$ cat config.mk
export PLATFORM = sky130hd
export DESIGN_NAME = rf_writeback_ctrl_flat
export DESIGN_NICKNAME = d
export VERILOG_FILES = /design/src/rtl/rf_writeback_ctrl_if.sv /design/src/rtl/rf_writeback_ctrl.sv /design/src/flat_wrapper.sv
export SDC_FILE = /design/constraint.sdc
export NUM_CORES = 1
export LEC_CHECK = 0
export BUFFER_PORTS_ARGS = -buffer_cell sky130_fd_sc_hd__buf_2
export CORE_MARGIN = 3
export CORE_UTILIZATION = 40
export DETAILED_ROUTE_END_ITERATION = 10
export MAX_ROUTING_LAYER = met4
export PLACE_DENSITY = 0.63
export SLEW_MARGIN = 25
export SYNTH_ARGS = -nofsm -noshare
export SYNTH_HDL_FRONTEND = slang
export SYNTH_SLANG_ARGS = --single-unit
$ cat constraint.sdc
create_clock -name i_clk -period 3.66 [get_ports i_clk]
set_input_delay 0.732 -clock i_clk [delete_from_list [all_inputs] [get_ports i_clk]]
set_output_delay 0.732 -clock i_clk [all_outputs]
set_load 0.02 [all_outputs]
$ cat src/rtl/rf_writeback_ctrl_if.sv
// Groups the issue, ALU, MDU and register-file write buses of the writeback controller.
// Carries no state. Latency is set by the controller.
// Only the MDU result can be back-pressured, through o_mdu_ready. The ALU result cannot.
interface rf_writeback_ctrl_if #(
  parameter int NUM_REGISTER = 32,
  parameter int DATA_WIDTH   = 32
);
  localparam int AW = $clog2(NUM_REGISTER);

  // issue-side hazard query
  logic                  i_issue_valid;
  logic                  i_issue_long;
  logic [AW-1:0]         i_issue_rd_addr;
  logic [AW-1:0]         i_issue_rs1_addr;
  logic [AW-1:0]         i_issue_rs2_addr;
  logic                  i_issue_uses_rs1;
  logic                  i_issue_uses_rs2;
  logic                  o_issue_stall;

  // single-cycle ALU result, never back-pressured
  logic                  i_alu_valid;
  logic [AW-1:0]         i_alu_rd_addr;
  logic [DATA_WIDTH-1:0] i_alu_data;

  // multi-cycle MDU result, valid/ready handshake
  logic                  i_mdu_valid;
  logic [AW-1:0]         i_mdu_rd_addr;
  logic [DATA_WIDTH-1:0] i_mdu_data;
  logic                  o_mdu_ready;

  // register file write port
  logic                  o_we;
  logic [AW-1:0]         o_rd_addr;
  logic [DATA_WIDTH-1:0] o_rd;

  modport master (
    output i_issue_valid, i_issue_long, i_issue_rd_addr, i_issue_rs1_addr,
           i_issue_rs2_addr, i_issue_uses_rs1, i_issue_uses_rs2,
           i_alu_valid, i_alu_rd_addr, i_alu_data,
           i_mdu_valid, i_mdu_rd_addr, i_mdu_data,
    input  o_issue_stall, o_mdu_ready, o_we, o_rd_addr, o_rd
  );

  modport slave (
    input  i_issue_valid, i_issue_long, i_issue_rd_addr, i_issue_rs1_addr,
           i_issue_rs2_addr, i_issue_uses_rs1, i_issue_uses_rs2,
           i_alu_valid, i_alu_rd_addr, i_alu_data,
           i_mdu_valid, i_mdu_rd_addr, i_mdu_data,
    output o_issue_stall, o_mdu_ready, o_we, o_rd_addr, o_rd
  );
endinterface

$ cat src/rtl/rf_writeback_ctrl.sv
// Merges ALU and MDU results onto the single register-file write port and scoreboards MDU destinations.
// Latency: a write reaches the port 1 cycle after it wins arbitration. Stall and ready are combinational.
// Backpressure: the ALU always wins. The MDU waits on o_mdu_ready. Issue stalls on hazards, when full, or when the MDU is starved.
module rf_writeback_ctrl #(
  parameter int NUM_REGISTER    = 32,
  parameter int DATA_WIDTH      = 32,
  parameter int MAX_OUTSTANDING = 4,
  parameter int STARVE_LIMIT    = 8
) (
  input  logic                i_clk,
  input  logic                i_rst_n,
  rf_writeback_ctrl_if.slave  bus
);
  localparam int AW = $clog2(NUM_REGISTER);
  localparam int CW = $clog2(MAX_OUTSTANDING + 1);
  localparam int SW = $clog2(STARVE_LIMIT + 1);

  logic [NUM_REGISTER-1:0] pending_q, pending_d;
  logic [CW-1:0]           count_q;
  logic [SW-1:0]           starve_q;
  logic                    we_q;
  logic [AW-1:0]           wr_addr_q;
  logic [DATA_WIDTH-1:0]   wr_data_q;

  logic mdu_ready, mdu_hs;
  logic rs1_hazard, rs2_hazard, waw_hazard, full, starved;
  logic stall, long_accept;

  // Hazard detection and arbitration. Only registered state is used, so an MDU result
  // retiring this cycle does not release the stall until the following cycles.
  always_comb begin
    mdu_ready   = i_rst_n & ~bus.i_alu_valid;
    mdu_hs      = bus.i_mdu_valid & mdu_ready;
    rs1_hazard  = bus.i_issue_uses_rs1 && (bus.i_issue_rs1_addr != '0) &&
                  (pending_q[bus.i_issue_rs1_addr] || (we_q && (wr_addr_q == bus.i_issue_rs1_addr)));
    rs2_hazard  = bus.i_issue_uses_rs2 && (bus.i_issue_rs2_addr != '0) &&
                  (pending_q[bus.i_issue_rs2_addr] || (we_q && (wr_addr_q == bus.i_issue_rs2_addr)));
    waw_hazard  = bus.i_issue_long && (bus.i_issue_rd_addr != '0) && pending_q[bus.i_issue_rd_addr];
    full        = bus.i_issue_long && (count_q == CW'(MAX_OUTSTANDING));
    starved     = (starve_q >= SW'(STARVE_LIMIT));
    stall       = bus.i_issue_valid & (rs1_hazard | rs2_hazard | waw_hazard | full | starved);
    long_accept = bus.i_issue_valid & ~stall & bus.i_issue_long;
  end

  // Next pending bitmap. The retiring destination is cleared before the newly issued one is set.
  always_comb begin
    pending_d = pending_q;
    if (mdu_hs) pending_d[bus.i_mdu_rd_addr] = 1'b0;
    if (long_accept && (bus.i_issue_rd_addr != '0)) pending_d[bus.i_issue_rd_addr] = 1'b1;
  end

  // Register-file write port. The ALU beats the MDU, and a write to x0 is never driven.
  always_ff @(posedge i_clk or negedge i_rst_n) begin
    if (!i_rst_n) begin
      we_q      <= 1'b0;
      wr_addr_q <= '0;
      wr_data_q <= '0;
    end else if (bus.i_alu_valid) begin
      we_q      <= (bus.i_alu_rd_addr != '0);
      wr_addr_q <= bus.i_alu_rd_addr;
      wr_data_q <= bus.i_alu_data;
    end else if (mdu_hs) begin
      we_q      <= (bus.i_mdu_rd_addr != '0);
      wr_addr_q <= bus.i_mdu_rd_addr;
      wr_data_q <= bus.i_mdu_data;
    end else begin
      we_q      <= 1'b0;
    end
  end

  // Scoreboard of MDU destinations still in flight.
  always_ff @(posedge i_clk or negedge i_rst_n) begin
    if (!i_rst_n) pending_q <= '0;
    else          pending_q <= pending_d;
  end

  // In-flight MDU op count. A handshake seen at zero is ignored rather than wrapping.
  always_ff @(posedge i_clk or negedge i_rst_n) begin
    if (!i_rst_n) begin
      count_q <= '0;
    end else begin
      if (long_accept && !(mdu_hs && (count_q != '0)))
        count_q <= count_q + CW'(1);
      else if (!long_accept && mdu_hs && (count_q != '0))
        count_q <= count_q - CW'(1);
    end
  end

  // Counts cycles an offered MDU result loses to the ALU. It saturates and clears when the result is taken or withdrawn.
  always_ff @(posedge i_clk or negedge i_rst_n) begin
    if (!i_rst_n) begin
      starve_q <= '0;
    end else if (!bus.i_mdu_valid || mdu_hs) begin
      starve_q <= '0;
    end else if (bus.i_alu_valid && (starve_q < SW'(STARVE_LIMIT))) begin
      starve_q <= starve_q + SW'(1);
    end
  end

  assign bus.o_issue_stall = stall;
  assign bus.o_mdu_ready   = mdu_ready;
  assign bus.o_we          = we_q;
  assign bus.o_rd_addr     = wr_addr_q;
  assign bus.o_rd          = wr_data_q;
endmodule

$ cat src/flat_wrapper.sv
// flat-port wrapper written by rule: the top's interface ports become plain ports
module rf_writeback_ctrl_flat 
#(
  parameter int NUM_REGISTER    = 32,
  parameter int DATA_WIDTH      = 32,
  parameter int MAX_OUTSTANDING = 4,
  parameter int STARVE_LIMIT    = 8
)
  (i_clk, i_rst_n, bus_i_issue_valid, bus_i_issue_long, bus_i_issue_rd_addr, bus_i_issue_rs1_addr, bus_i_issue_rs2_addr, bus_i_issue_uses_rs1, bus_i_issue_uses_rs2, bus_i_alu_valid, bus_i_alu_rd_addr, bus_i_alu_data, bus_i_mdu_valid, bus_i_mdu_rd_addr, bus_i_mdu_data, bus_o_issue_stall, bus_o_mdu_ready, bus_o_we, bus_o_rd_addr, bus_o_rd);
  rf_writeback_ctrl_if #(.NUM_REGISTER(NUM_REGISTER), .DATA_WIDTH(DATA_WIDTH)) bus_i ();
  input  logic i_clk;
  input  logic i_rst_n;
  input wire logic [$bits(bus_i.i_issue_valid)-1:0] bus_i_issue_valid;
  input wire logic [$bits(bus_i.i_issue_long)-1:0] bus_i_issue_long;
  input wire logic [$bits(bus_i.i_issue_rd_addr)-1:0] bus_i_issue_rd_addr;
  input wire logic [$bits(bus_i.i_issue_rs1_addr)-1:0] bus_i_issue_rs1_addr;
  input wire logic [$bits(bus_i.i_issue_rs2_addr)-1:0] bus_i_issue_rs2_addr;
  input wire logic [$bits(bus_i.i_issue_uses_rs1)-1:0] bus_i_issue_uses_rs1;
  input wire logic [$bits(bus_i.i_issue_uses_rs2)-1:0] bus_i_issue_uses_rs2;
  input wire logic [$bits(bus_i.i_alu_valid)-1:0] bus_i_alu_valid;
  input wire logic [$bits(bus_i.i_alu_rd_addr)-1:0] bus_i_alu_rd_addr;
  input wire logic [$bits(bus_i.i_alu_data)-1:0] bus_i_alu_data;
  input wire logic [$bits(bus_i.i_mdu_valid)-1:0] bus_i_mdu_valid;
  input wire logic [$bits(bus_i.i_mdu_rd_addr)-1:0] bus_i_mdu_rd_addr;
  input wire logic [$bits(bus_i.i_mdu_data)-1:0] bus_i_mdu_data;
  output wire logic [$bits(bus_i.o_issue_stall)-1:0] bus_o_issue_stall;
  output wire logic [$bits(bus_i.o_mdu_ready)-1:0] bus_o_mdu_ready;
  output wire logic [$bits(bus_i.o_we)-1:0] bus_o_we;
  output wire logic [$bits(bus_i.o_rd_addr)-1:0] bus_o_rd_addr;
  output wire logic [$bits(bus_i.o_rd)-1:0] bus_o_rd;
  assign bus_i.i_issue_valid = bus_i_issue_valid;
  assign bus_i.i_issue_long = bus_i_issue_long;
  assign bus_i.i_issue_rd_addr = bus_i_issue_rd_addr;
  assign bus_i.i_issue_rs1_addr = bus_i_issue_rs1_addr;
  assign bus_i.i_issue_rs2_addr = bus_i_issue_rs2_addr;
  assign bus_i.i_issue_uses_rs1 = bus_i_issue_uses_rs1;
  assign bus_i.i_issue_uses_rs2 = bus_i_issue_uses_rs2;
  assign bus_i.i_alu_valid = bus_i_alu_valid;
  assign bus_i.i_alu_rd_addr = bus_i_alu_rd_addr;
  assign bus_i.i_alu_data = bus_i_alu_data;
  assign bus_i.i_mdu_valid = bus_i_mdu_valid;
  assign bus_i.i_mdu_rd_addr = bus_i_mdu_rd_addr;
  assign bus_i.i_mdu_data = bus_i_mdu_data;
  assign bus_o_issue_stall = bus_i.o_issue_stall;
  assign bus_o_mdu_ready = bus_i.o_mdu_ready;
  assign bus_o_we = bus_i.o_we;
  assign bus_o_rd_addr = bus_i.o_rd_addr;
  assign bus_o_rd = bus_i.o_rd;
  rf_writeback_ctrl #(.NUM_REGISTER(NUM_REGISTER), .DATA_WIDTH(DATA_WIDTH), .MAX_OUTSTANDING(MAX_OUTSTANDING), .STARVE_LIMIT(STARVE_LIMIT)) u_core (.i_clk(i_clk), .i_rst_n(i_rst_n), .bus(bus_i));
endmodule
==> results.cfg, run 1 <==
[cts]
cts_tree = built
cts_inserted_buffers = 9
clk_pin_slew_ns = 0.06
cts_buffer_depth = 2
cts-root-buf = clkbuf_16
clock_sinks = 77
hold_buffers = 0
clock_latency_ns = 0.34
htreeDepth = 3

[grt]
overflow = 0
antenna_found_initial = 0
grt_use_total_pct = 23.2
grt_pass1_wl_mm = 23.3
grt_max_degree = 80
grt_pass1_vias = 4350

[placement]
gp_congestion = 0.955
dp_hpwl_mm = 11.1
port_buffers = 136

[logic_synthesis]
synth-seq-area-share_pct = 40.5
synth_cell_types = 54
syn_inst = 478
async_flop_share_pct = 100
syn-num-nets = 578
ys_ff_latch = 77
syn_avg_cell_area_um2 = 9.94
synth_warnings = 0
synth_edf_count = 0
synth_ff_type = dfrtp_1
syn_area_mm2 = 0.00475

[cells_and_area]
final_common_cell = buf_2
seq_area_mm2 = 0.00193
syn_to_final_growth_pct = 25.2
drive_gt1_share_pct = 33.9
fin_util_pct = 51.7
nFillCells = 1092
diodes = 0
fin_nets = 706
final_cell_mix = buf_2 (135), dfrtp_1 (77), o21ai_0 (65), nand2_1 (58), mux2i_1 (46)
multi_input_area_mm2 = 0.00267

[sta]
period_minus_slack_ns = 3.62
slew_viol_final = 0
setup_tns_ns = 0
hold_violations = 0
min_period_over_period_pct = 98.8
setup_viol = 0
worst-slew-pin-transition_ns = 0.720
slew-limit-headroom_pct = 52.0
fin_skew_ns = 0.00656
clock.fmax_mhz = 277

[die]
ios = 137
start_util_pct = 41.3
core_area_mm2 = 0.0115
die_area_mm2 = 0.0132
die_width_um = 115
die_h_um = 115
rows = 39

[setup_path]
critPathArrivalTime_ns = 2.88
cp_max_fo = 6
r2r_start = u_core.pending_q[15]
cp.required_ns = 2.93
end_kind = output port
criticalPathCategory = in2out
crit_start = bus_i_issue_rs1_addr[0]
cp-start-kind = primary input

[detailed_routing]
ant_nets = 0
drc = 0
drt-pass1-iter-count = 5
via_count = 4451
wirelength_mm = 15.1
wl_per_cell_um = 20.0
viasPerCell = 5.90
first_iter_violations = 500

[power]
leakagePower_uw = 0.00278
powerDensity_mw_per_mm2 = 474
peakVddDrop_mv = 0.204

[hold_path]
holdCritStartpoint = u_core.count_q[2]
hold_path.class = reg2reg

[outcome]
status = completed

[flow_run]
maxCapViolations = 0
per-layer routing:
metal | vias to the layer above | part of all wire (%) | global-route usage, %
met1 | 2200 | 43 | 31.7
met4 | 0 | 2.0 | 7.12
met2 | 178 | 49 | 35.0
met3 | 21 | 6.2 | 4.58
met5 | - | 0 | -
li1 | 2052 | - | -
cell usage after synthesis, types with 4 or more instances:
library cell	n	area share, %
dfrtp_1	77	41
o21ai_0	65	6.8
nand2_1	59	4.7
mux2i_1	46	9.7
clkbuf_1	26	2.1
o31ai_1	24	3.8
xnor2_1	14	2.6
mux4_2	13	6.2
mux2_2	12	2.8
nor2_1	11	0.87
a31oi_1	8	1.1
nor3b_1	8	1.3
buf_2	7	0.74
inv_1	6	0.47
nand3_1	6	0.63
nand3b_1	6	0.95
nor2b_1	6	0.79
or4_1	6	0.95
a22oi_1	5	0.79
nand2b_1	5	0.66
nand4_1	5	0.66
nor3_1	5	0.53
buf_1	4	0.32
power breakdown:
group	switching, uW	internal [uW]
logic	362	325
registers	148	985
clock network	391	608
registers in the layout, summed over array words and instances, names as in the netlist:
register	cells
u_core.bus.o_rd	32
u_core.pending_q	32
u_core.bus.o_rd_addr	5
u_core.starve_q	4
u_core.count_q	3
u_core.bus.o_we	1
metrics by stage:
step	power (uW)	hold WS [ns]	worst slack (ns)	instances	area, um^2
6_report	2820	0.523	0.0450	754	5950
5_1_grt	2960	0.545	-0.00134	754	5950
4_1_cts	2830	0.520	0.0122	754	5940
3_5_place_dp	1820	0.507	-0.0815	738	5610
3_3_place_gp	1800	0.498	0.0121	738	5610
2_1_floorplan	1540	0.436	0.234	478	4750
final timing paths:
| check | endpoint | slack [ns] | depth (start not counted) |
|---|---|---|---|
| max | bus_o_issue_stall | 0.04 | 9 |
| min | u_core.count_q[2] | 0.52 | 1 |
| max reg2reg | u_core.count_q[2] | 0.56 | 10 |
| min reg2reg | u_core.count_q[2] | 0.52 | 1 |
| max in group asynchronous | u_core.count_q[0] | 2.62 | 2 |
| min in group asynchronous | u_core.bus.o_rd[30] | 0.56 | 2 |
repair_timing:
action,in CTS,in global routing
setup buffers,0,0
gates resized for setup,1,3
setup endpoints to repair,1,1
pin swaps,0,1
worst max-delay path, cell delays in order:
cell and delay [ns]:
buf_2 0.16, buf_4 0.16, or4_1 0.46, o21a_1 0.21, nor4bb_1 0.16, a211oi_2 0.28
o2111ai_1 0.27, o31a_1 0.30, buf_2 0.16
final cells by class:
type	instances	area share [%]
Clock buffer	9	3.78
Clock inverter	7	1.77
Multi-Input combinational cell	358	44.9
Tap cell	143	3.01
Timing Repair Buffer	154	13.8
Sequential cell	77	32.4
Inverter	6	0.378
cell families (layout without fill, tap and decap cells):
group	Yosys count	after routing	share of synthesized area (%)
and+or+nand+nor	136	136	15.4
DFF	77	77	40.5
buffers and inverters	43	176	3.58
muxes	72	72	18.9
AOI/OAI and AO/OA	132	132	17.9
adders and majority gates	3	3	0.948
xor gates and xnor gates	15	15	2.76
Note: power is estimated with default switching activity, not from simulation.
==> run 2, diff against run 1 <==
--- a/config.mk
+++ b/config.mk
@@ -9,7 +9,7 @@
 export CORE_MARGIN = 3
 export CORE_UTILIZATION = 40
 export DETAILED_ROUTE_END_ITERATION = 10
-export MAX_ROUTING_LAYER = met4
+export GPL_ROUTABILITY_DRIVEN = 0
 export PLACE_DENSITY = 0.63
 export SLEW_MARGIN = 25
 export SYNTH_ARGS = -nofsm -noshare
==> constraint.sdc (replaced) <==
create_clock -name i_clk -period 3.66 [get_ports i_clk]
set_input_delay 0 -clock i_clk [delete_from_list [all_inputs] [get_ports i_clk]]
set_output_delay 0 -clock i_clk [all_outputs]
set_load 0.02 [all_outputs]
==> run 2 against run 1 <==
Compared with the run above: the run now ends with negative hold slack left; non-clock buffer count is 57 higher; combinational power is 9.3% higher; die area stayed put; first-iteration DRC count is 12% higher; clock power is 8.7% lower; routed wire length is 6.0% higher; maximum frequency is 11% higher; sequential share of layout area is 2.8 points lower; register-to-register slack worse by 0.17 ns; clock-buffer cell count is 2 higher; critical path type is now reg2reg.
==> results.cfg, run 2 (same netlist as run 1, synthesis figures left out) <==
[detailed_routing]
drt-pass1-iter-count = 5
wirelength_mm = 16.0
viasPerCell = 5.90
ant_nets = 0
via_count = 4783
wl_per_cell_um = 19.8
first_iter_violations = 558
drc = 0

[cells_and_area]
drive_gt1_share_pct = 28.7
final_common_cell = buf_2
syn_to_final_growth_pct = 36.9
final_cell_mix = buf_2 (135), dfrtp_1 (77), dlygate4sd3_1 (69), o21ai_0 (65), nand2_1 (58)
fin_nets = 763
final_cell_area_mm2 = 0.00651
diodes = 0

[cts]
cts-root-buf = clkbuf_16
cts_buffer_depth = 2
clock_latency_ns = 0.34
cts_inserted_buffers = 9
cts_setup_buffers = 0
clock_sinks = 77
htreeDepth = 3
clk_pin_slew_ns = 0.06
cts_tree = built

[power]
p_int_uw = 1910
comb_power_share_pct = 26.9
p_seq_share_pct = 40.4
sw_frac_of_total_pct = 31.4
p_sw_uw = 874
leakagePower_uw = 0.00301
powerDensity_mw_per_mm2 = 428
peakVddDrop_mv = 0.232
power_frac_clock_pct = 32.7

[grt]
grt_pass1_wl_mm = 25.0
overflow = 0
antenna_found_initial = 0
grtUsageMet3_pct = 5.11
grt_max_degree = 80
met1_usage_pct = 31.8
grt_use_total_pct = 24.1
grt_pass1_vias = 4752
grt_busiest_layer = met2
met2_usage_pct = 38.8

[sta]
rsz0062_at_grt = false
slew_viol_final = 0
period_minus_slack_ns = 3.27
min_period_over_period_pct = 89.4
slew-limit-headroom_pct = 54.0
setup_viol = 0
clock.fmax_mhz = 306
setup_tns_ns = 0
hold_slack_ns = -0.00236
hold_violations = 1
fin_skew_ns = 0.00711
worst-slew-pin-transition_ns = 0.691
setup_slack_ns = 0.389

[setup_path]
cp_slowest_cell = a2111oi_0
path_cells = mux4_2, mux2_2, a2111oi_0, o2111ai_1, nor4_4, nand2_1, fa_1, and2_1, mux2i_1, xnor2_1
critPathArrivalTime_ns = 3.54
criticalPathCategory = reg2reg
cp.required_ns = 3.93
cp-start-kind = flip-flop
max_stage_delay_ns = 0.61
end_kind = flip-flop
cp_max_fo = 4

[die]
die_width_um = 115
die_area_mm2 = 0.0132
die_h_um = 115
start_util_pct = 41.3
core_area_mm2 = 0.0115
rows = 39
ios = 137

[outcome]
status = finished, violations left
violations = negative hold slack

[flow_run]
maxCapViolations = 0

[placement]
port_buffers = 136
dp_hpwl_mm = 10.7
place_area_mm2 = 0.00552
preCtsSetupSlack_ns = 0.395

[hold_path]
hold_path.class = in2reg
==> run 2: changes by cell type in the layout (fill, tap and decap cells not counted), sizes merged <==
cell	before	now
clkinv	1	3
clkbuf	9	11
inv	9	6
bufinv	2	1
dlygate4sd3	0	69
buf	154	142
==> run 2: repair_timing <==
action	4_1_cts	5_1_grt
hold endpoints to repair	66	0
resized for setup	0	0
hold buffers	69	0
==> run 2: power by group through the flow <==
stage	clock network, uW	logic, uW	registers [uW]
after global routing	951	826	1140
final	912	751	1120
after floorplan	0	397	1140
after detailed placement	0	662	1130
after global placement	0	655	1120
after CTS	924	744	1120
==> run 2: critical path, delay by kind of cell (launching register included) <==
| family | cells | cell delay, ns |
|---|---|---|
| AO/OA/AOI/OAI | 2 | 0.91 |
| AND/OR/NAND/NOR | 3 | 0.45 |
| flip-flops | 1 | 0.40 |
| XOR/XNOR | 1 | 0.13 |
| adder cells (fa/ha/maj) | 1 | 0.39 |
| multiplexers | 3 | 0.91 |
==> run 2: metal layers <==
| layer | wire length [um] | vias to the layer above |
|---|---|---|
| li1 | - | 2170 |
| met4 | 442 | 0 |
| met5 | 0 | - |
| met3 | 1200 | 38 |
| met2 | 7900 | 225 |
| met1 | 6480 | 2350 |
==> run 2: area by class of cell <==
type                            instances  area, um^2
Multi-Input combinational cell        358        2660
Inverter                                6        22.5
Timing Repair Buffer                  211        1420
Clock buffer                           11         243
Clock inverter                          5        60.1
Fill cell                            1022        5010
Tap cell                              143         179
Sequential cell                        77        1930
==> run 2: path summary, 6_finish.rpt <==
check,end,start,slack (ns),cells past startpoint
max,u_core.count_q[2],u_core.pending_q[13],0.39,10
min reg2reg,u_core.count_q[2],u_core.count_q[2],0.51,1
max reg2reg,u_core.count_q[2],u_core.pending_q[13],0.39,10
min,u_core.bus.o_rd[25],bus_i_mdu_data[25],-0.002,3
max in group asynchronous,u_core.pending_q[2],i_rst_n,2.53,3
min in group asynchronous,u_core.bus.o_rd[1],i_rst_n,0.11,2
==> run 2: through the flow <==
| stage | util, % | total power [uW] | std cells |
|---|---|---|---|
| floorplan | - | 1540 | 478 |
| global placement | 47.9 | 1780 | 726 |
| detailed placement | 47.9 | 1800 | 726 |
| CTS | 56.5 | 2790 | 811 |
| global route | 56.5 | 2910 | 811 |
| finish | 56.5 | 2790 | 811 |
